<file path="src/rtl/snake_pkg.sv">
// -----------------------------------------------------------------------------
// snake_pkg
// Shared definitions for the snake/apple design: the 2-bit game status
// encoding used by the controller, apple generator and snake datapath, the
// default playfield size, and the inner obstacle wall geometry.
// Optional feature macro: OBSTACLE_HIT_EN (consumers decide whether to use
// obstacle_at()).
// -----------------------------------------------------------------------------
package snake_pkg;

    typedef enum logic [1:0] {
        ST_IDLE    = 2'd0,
        ST_PLAY    = 2'd1,
        ST_DIE     = 2'd2,
        ST_RESTART = 2'd3
    } status_e;

    localparam int GRID_W_DEF = 40;
    localparam int GRID_H_DEF = 30;

    // Vertical obstacle walls: x == OBS_VX0 or x == OBS_VX1, OBS_VY_LO <= y < OBS_VY_HI
    localparam int OBS_VX0    = 4;
    localparam int OBS_VX1    = 35;
    localparam int OBS_VY_LO  = 10;
    localparam int OBS_VY_HI  = 20;
    // Horizontal obstacle walls: y == OBS_HYn, OBS_HXn_LO <= x < OBS_HXn_HI
    localparam int OBS_HY0    = 5;
    localparam int OBS_HX0_LO = 15;
    localparam int OBS_HX0_HI = 30;
    localparam int OBS_HY1    = 24;
    localparam int OBS_HX1_LO = 10;
    localparam int OBS_HX1_HI = 30;

    // True when cell (x, y) lies on one of the inner obstacle walls.
    function automatic logic obstacle_at(input logic [31:0] x, input logic [31:0] y);
        logic vert;
        logic horz;
        vert = ((x == 32'(OBS_VX0)) || (x == 32'(OBS_VX1))) &&
               (y >= 32'(OBS_VY_LO)) && (y < 32'(OBS_VY_HI));
        horz = ((y == 32'(OBS_HY0)) && (x >= 32'(OBS_HX0_LO)) && (x < 32'(OBS_HX0_HI))) ||
               ((y == 32'(OBS_HY1)) && (x >= 32'(OBS_HX1_LO)) && (x < 32'(OBS_HX1_HI)));
        return vert || horz;
    endfunction

endpackage

</file>
<file path="src/rtl/move_tick_gen.sv">
// -----------------------------------------------------------------------------
// move_tick_gen
// Movement-tick scheduler. Counts enabled cycles and emits a registered
// one-cycle tick every `period` cycles. The period is sampled while cleared
// and again at every wrap, so a period change never shortens the interval
// already in progress.
// Ports:
//   clk, rst_n  clock, asynchronous active-low reset
//   enable      count this cycle (a disabled cycle holds the counter)
//   clear       force counter to 0 and resample period (has priority)
//   period      cycles between ticks, 32-bit unsigned, must be >= 1
//   tick        registered one-cycle pulse, high the cycle after a wrap
// -----------------------------------------------------------------------------
module move_tick_gen (
    input  logic        clk,
    input  logic        rst_n,
    input  logic        enable,
    input  logic        clear,
    input  logic [31:0] period,
    output logic        tick
);

    logic [31:0] cnt_q, cnt_d;
    logic [31:0] period_q, period_d;
    logic        tick_q, tick_d;
    logic        wrap;

    always_comb begin
        wrap     = enable && (cnt_q == (period_q - 32'd1));
        cnt_d    = cnt_q;
        period_d = period_q;
        tick_d   = 1'b0;
        if (clear) begin
            cnt_d    = '0;
            period_d = period;
        end else if (enable) begin
            if (wrap) begin
                cnt_d    = '0;
                period_d = period;
                tick_d   = 1'b1;
            end else begin
                cnt_d = cnt_q + 32'd1;
            end
        end
    end

    always_ff @(posedge clk or negedge rst_n) begin
        if (!rst_n) begin
            cnt_q    <= '0;
            period_q <= '0;
            tick_q   <= 1'b0;
        end else begin
            cnt_q    <= cnt_d;
            period_q <= period_d;
            tick_q   <= tick_d;
        end
    end

    assign tick = tick_q;

endmodule

</file>
<file path="src/rtl/snake_game_ctrl.sv">
// -----------------------------------------------------------------------------
// snake_game_ctrl
// Top-level game sequencer: IDLE -> PLAY -> DIE -> RESTART -> IDLE.
// Schedules movement ticks (period shrinks with speed level), counts apples
// into a saturating score, raises the speed level every SCORE_PER_LVL apples,
// and detects border/body collisions (plus inner obstacle walls when the
// OBSTACLE_HIT_EN macro is defined).
// Ports:
//   clk, rst_n   clock, asynchronous active-low reset
//   key_start    debounced start request (level)
//   head_x/y     snake head cell
//   body_hit     head overlaps own body
//   add_cube     apple eaten, one-cycle pulse
//   fact_status  game state 0 IDLE, 1 PLAY, 2 DIE, 3 RESTART (registered)
//   move_tick    one-cycle move pulse (registered)
//   score        apples this game, saturating at 255 (registered)
//   speed_lvl    speed level 0..3 (registered)
// -----------------------------------------------------------------------------
module snake_game_ctrl
    import snake_pkg::*;
#(
    parameter int GRID_W        = GRID_W_DEF,
    parameter int GRID_H        = GRID_H_DEF,
    parameter int BASE_PERIOD   = 12_500_000,
    parameter int PERIOD_STEP   = 2_500_000,
    parameter int SCORE_PER_LVL = 5,
    parameter int DIE_CYCLES    = 100_000_000
) (
    input  logic       clk,
    input  logic       rst_n,
    input  logic       key_start,
    input  logic [5:0] head_x,
    input  logic [4:0] head_y,
    input  logic       body_hit,
    input  logic       add_cube,
    output logic [1:0] fact_status,
    output logic       move_tick,
    output logic [7:0] score,
    output logic [1:0] speed_lvl
);

    status_e     state_q, state_d;
    logic [7:0]  score_q, score_d;
    logic [1:0]  lvl_q, lvl_d;
    logic [31:0] die_cnt_q, die_cnt_d;
    logic [31:0] hx, hy;
    logic        wall_hit;
    logic        obstacle_hit;
    logic        death;
    logic [31:0] period;
    logic        tick;

    // Collision decode, evaluated every cycle and qualified by PLAY.
    always_comb begin
        hx       = 32'(head_x);
        hy       = 32'(head_y);
        wall_hit = (hx == 32'd0) || (hx >= 32'(GRID_W - 1)) ||
                   (hy == 32'd0) || (hy >= 32'(GRID_H - 1));
`ifdef OBSTACLE_HIT_EN
        obstacle_hit = obstacle_at(hx, hy);
`else
        obstacle_hit = 1'b0;
`endif
        death = (state_q == ST_PLAY) && (wall_hit || obstacle_hit || body_hit);
    end

    assign period = 32'(BASE_PERIOD) - (32'(lvl_q) * 32'(PERIOD_STEP));

    // A dying cycle disables the scheduler so a coincident wrap never ticks.
    move_tick_gen u_tick (
        .clk    (clk),
        .rst_n  (rst_n),
        .enable ((state_q == ST_PLAY) && !death),
        .clear  (state_q != ST_PLAY),
        .period (period),
        .tick   (tick)
    );

    always_comb begin
        state_d   = state_q;
        score_d   = score_q;
        lvl_d     = lvl_q;
        die_cnt_d = die_cnt_q;
        case (state_q)
            ST_IDLE: begin
                die_cnt_d = '0;
                if (key_start) state_d = ST_PLAY;
            end
            ST_PLAY: begin
                die_cnt_d = '0;
                // The apple still counts on the cycle the snake dies.
                if (add_cube && (score_q != 8'hFF)) begin
                    score_d = score_q + 8'd1;
                    if (((32'(score_d) % 32'(SCORE_PER_LVL)) == 32'd0) && (lvl_q != 2'd3))
                        lvl_d = lvl_q + 2'd1;
                end
                if (death) state_d = ST_DIE;
            end
            ST_DIE: begin
                if (die_cnt_q == 32'(DIE_CYCLES - 1)) begin
                    state_d   = ST_RESTART;
                    die_cnt_d = '0;
                end else begin
                    die_cnt_d = die_cnt_q + 32'd1;
                end
            end
            ST_RESTART: begin
                state_d   = ST_IDLE;
                score_d   = '0;
                lvl_d     = '0;
                die_cnt_d = '0;
            end
            default: state_d = ST_IDLE;
        endcase
    end

    always_ff @(posedge clk or negedge rst_n) begin
        if (!rst_n) begin
            state_q   <= ST_IDLE;
            score_q   <= '0;
            lvl_q     <= '0;
            die_cnt_q <= '0;
        end else begin
            state_q   <= state_d;
            score_q   <= score_d;
            lvl_q     <= lvl_d;
            die_cnt_q <= die_cnt_d;
        end
    end

    assign fact_status = state_q;
    assign move_tick   = tick;
    assign score       = score_q;
    assign speed_lvl   = lvl_q;

endmodule

</file>
<file path="config.mk">
export PLATFORM = sky130hd
export DESIGN_NAME = snake_game_ctrl
export DESIGN_NICKNAME = d
export VERILOG_FILES = /design/src/rtl/snake_pkg.sv /design/src/rtl/move_tick_gen.sv /design/src/rtl/snake_game_ctrl.sv
export SDC_FILE = /design/constraint.sdc
export NUM_CORES = 1
export LEC_CHECK = 0
export BUFFER_PORTS_ARGS = -buffer_cell sky130_fd_sc_hd__buf_2
export CAP_MARGIN = 15
export CORE_UTILIZATION = 58
export CTS_CLUSTER_DIAMETER = 40
export DETAILED_ROUTE_END_ITERATION = 10
export GPL_TIMING_DRIVEN = 1
export PLACE_DENSITY = 0.76
export SLEW_MARGIN = 20
export SYNTH_ARGS = -nofsm -noshare
export SYNTH_HDL_FRONTEND = slang
export SYNTH_HIERARCHICAL = 1
export SYNTH_SLANG_ARGS = --single-unit
</file>
<file path="constraint.sdc">
create_clock -name clk -period 6.66 [get_ports clk]
set_input_delay 1.665 -clock clk [delete_from_list [all_inputs] [get_ports clk]]
set_output_delay 1.665 -clock clk [all_outputs]
set_load 0.005 [all_outputs]
</file>
==> results.toml <==
[run_status]
outcome = "completed"

[run]
cap_violations = 0

[route]
via_count = 6896
drcViolationCount = 0
drtIter0Drc = 454
dr.pass1.iters = 5
vias_per_cell = 6.049
drt_wl_total_um = 18500
wl_per_cell_um = 16.23
drtAntennaViolNets = 0

[synthesis]
netlist_top_cells_count = "dfrtp_1 (109), nor2_1 (87), nand2_1 (60)"
netlist_instances = 914
netlist_area_mm2 = 0.008443
synth-edff-count = 0
yosys.area.top_type = "dfrtp_1"
yosys_most_used_dff = "dfrtp_1"
synth.distinct_cells = 99
synth.most_common_cell = "dfrtp_1"
yosys_warnings = 6
synth.area.top_cells = "dfrtp_1 (32%), xor2_1 (5.6%), xnor2_1 (5.5%), mux2_4 (5.0%), nor2_1 (3.9%)"
async_flop_share = 1.000
synth_top_area_frac = 0.3231
synth_seq_area_share = 0.3231
avgSynthCellArea_um2 = 9.238
ys_seq_elements = 109

[power]
ir_worst_vdd_uv = 135.9
power_density_mw_per_mm2 = 246.9
power_uw = 2276
total_leakage_power_uw = 0.003900

[global_routing]
grt_overflow = 0
grt_pass1_vias = 6453
grt_start_max_net_pins = 67
antenna_found_initial = 0
grt_pass1_wl_um = 31280
grt_usage = 0.2612

[floorplan]
fp.dieW_um = 122.7
die_h_um = 122.7
fp-row-count = 43
io_pins = 29
die_area_mm2 = 0.01504
coreArea_mm2 = 0.01404
initial_core_util = 0.6013

[sta]
fmax_mhz = 158.1
max_slew_margin = 0.3243
tns_ps = 0
worstMarginPinSlew_ps = 1011
fin_crit_ps = 6325
finalSetupViolCount = 0
slew_violations = 0
hold_violations = 0
skew_ps = 12.48
fin_crit_sh = 0.9497

[setup_path]
critPathRequiredTime_ps = 6880
critPathArrivalTime_ps = 6550
rrSetupSlack_ps = 340
worstSetupEndpointType = "flip-flop"
critPathMostFrequentCell = "inv_1"
slowest_delay_ps = 510
rr_endpoint = "speed_lvl[0]$_DFFE_PN0P_"
reg2reg_from = "score[1]$_DFFE_PN0P_"
slowest_stage = "or4_1"
crit_path_max_fanout = 7
r2r_cells = 28
cp-start-kind = "flip-flop"
criticalPathCategory = "reg -> reg"

[cells_and_area]
utilization = 0.6566
final_cell_area_mm2 = 0.009220
nFillCells = 1173
area_delta_synth_final_pct = 9.203
multi_input_area_mm2 = 0.005515
num_antenna_cells = 0
seq_area_mm2 = 0.002730
drive_gt1_frac = 0.1719
finalNetCount = 991

[clock_tree]
tritoncts = "done"
cts_buffers = 9
clock_path_buffers = 2
cts_sinks = 109
clock_latency_ps = 360
root_buffer = "clkbuf_16"
clk_pin_slew_worst_paths_ps = 80
h-tree-depth = 3

[placed_design]
gp_congestion = 0.9492
placed_cell_area_mm2 = 0.008800
dp_hpwl_um = 13630
io_buffers = 28

[min_path]
min_path_type = "reg -> reg"
hold_depth = 1
min_to = "u_tick/period_q[31]$_DFFE_PN0P_"
hp-start = "u_tick/period_q[31]$_DFFE_PN0P_"
area by class of cell:
type	count	area share
multi-input combinational	749	0.5982
sequential	109	0.2961
timing repair buffer	53	0.03718
clock buffer	10	0.02483
tap	180	0.02443
inverter	33	0.01343
clock inverter	6	0.005835
state kept, by name, indices dropped and copies added, names as in the netlist:
register	flops
score	8
u_tick/period_q	32
u_tick/cnt_q	32
speed_lvl	2
fact_status	2
die_cnt_q	32
u_tick/tick	1
worst max-delay path by stage:
| stage | start | to | slack (ps) | cells past startpoint |
|---|---|---|---|---|
| after floorplan | score[0]$_DFFE_PN0P_ | speed_lvl[0]$_DFFE_PN0P_ | 50 | 30 |
| after global placement | score[0]$_DFFE_PN0P_ | speed_lvl[0]$_DFFE_PN0P_ | 100 | 28 |
| after detailed placement | score[0]$_DFFE_PN0P_ | speed_lvl[0]$_DFFE_PN0P_ | -80 | 28 |
| after CTS | score[1]$_DFFE_PN0P_ | speed_lvl[0]$_DFFE_PN0P_ | 20 | 28 |
| after global routing | score[1]$_DFFE_PN0P_ | speed_lvl[1]$_DFFE_PN0P_ | -20 | 28 |
| final | score[1]$_DFFE_PN0P_ | speed_lvl[0]$_DFFE_PN0P_ | 340 | 28 |
routing by layer:
layer | vias up | wire length (µm) | global-route usage
met2 | 144 | 8481 | 0.4185
li1 | 3394 | - | -
met4 | 0 | 329 | 0.08384
met3 | 27 | 643 | 0.02323
met5 | - | 0 | 0
met1 | 3331 | 9050 | 0.3712
logic make-up (layout without fill, tap and decap cells):
group                      count (synthesis)  count (layout)  synth area share
xor gates and xnor gates                 112             112            0.1246
and+or+nand+nor                          403             403            0.2733
muxes                                     39              39           0.06372
adders and majority gates                 20              20           0.02964
other                                      1              14         0.0004441
AOI/OAI and AO/OA                        161             161            0.1461
buffers and inverters                     69             102           0.03912
DFF                                      109             109            0.3231
per-stage QoR:
step | cells | hold slack [ps] | worst slack (ps)
detailed placement | 1115 | 524.9 | -80.15
CTS | 1134 | 543.5 | 24.79
floorplan | 927 | 488.5 | 50.48
global placement | 1115 | 513.8 | 102.9
finish | 1140 | 539.4 | 335.2
global route | 1140 | 562.4 | -17.16
power breakdown:
group	switching, µW	total [µW]	internal, µW
clock	249	510	261
sequential	157	914	757
combinational	446	852	406
cell usage in the layout (no fill, tap or decap), types with 12 or more instances in the layout:
cell / count
o21ai_0: 32
mux2_4: 28
xnor2_1: 53
nand4_1: 24
or4_1: 12
inv_1: 30
nand3_1: 39
a31oi_1: 12
dfrtp_1: 107
and3_1: 22
a21oi_1: 21
nor3_1: 19
nor4_1: 19
and2_1: 38
nor2_1: 86
xor2_1: 54
nand2_1: 60
buf_4: 25
conb_1: 14
ha_1: 17
buf_2: 27
repair_timing:
item	CTS	global route
endpoints found under the hold margin	0	0
endpoints found under the setup margin	2	2
pin swaps	1	9
setup buffers	3	6
cloned	0	0
hold buffers	0	0
gates resized for setup	2	16
worst max-delay path, delay by kind of cell (launching register included):
family / cells / cell delay [ps]
buf+inv: 4 / 340
fa+ha+maj: 4 / 840
compound gates: 8 / 1970
flops: 1 / 400
simple gates: 11 / 2360
mux: 1 / 300
No activity file was read; power rests on OpenSTA's default activity.
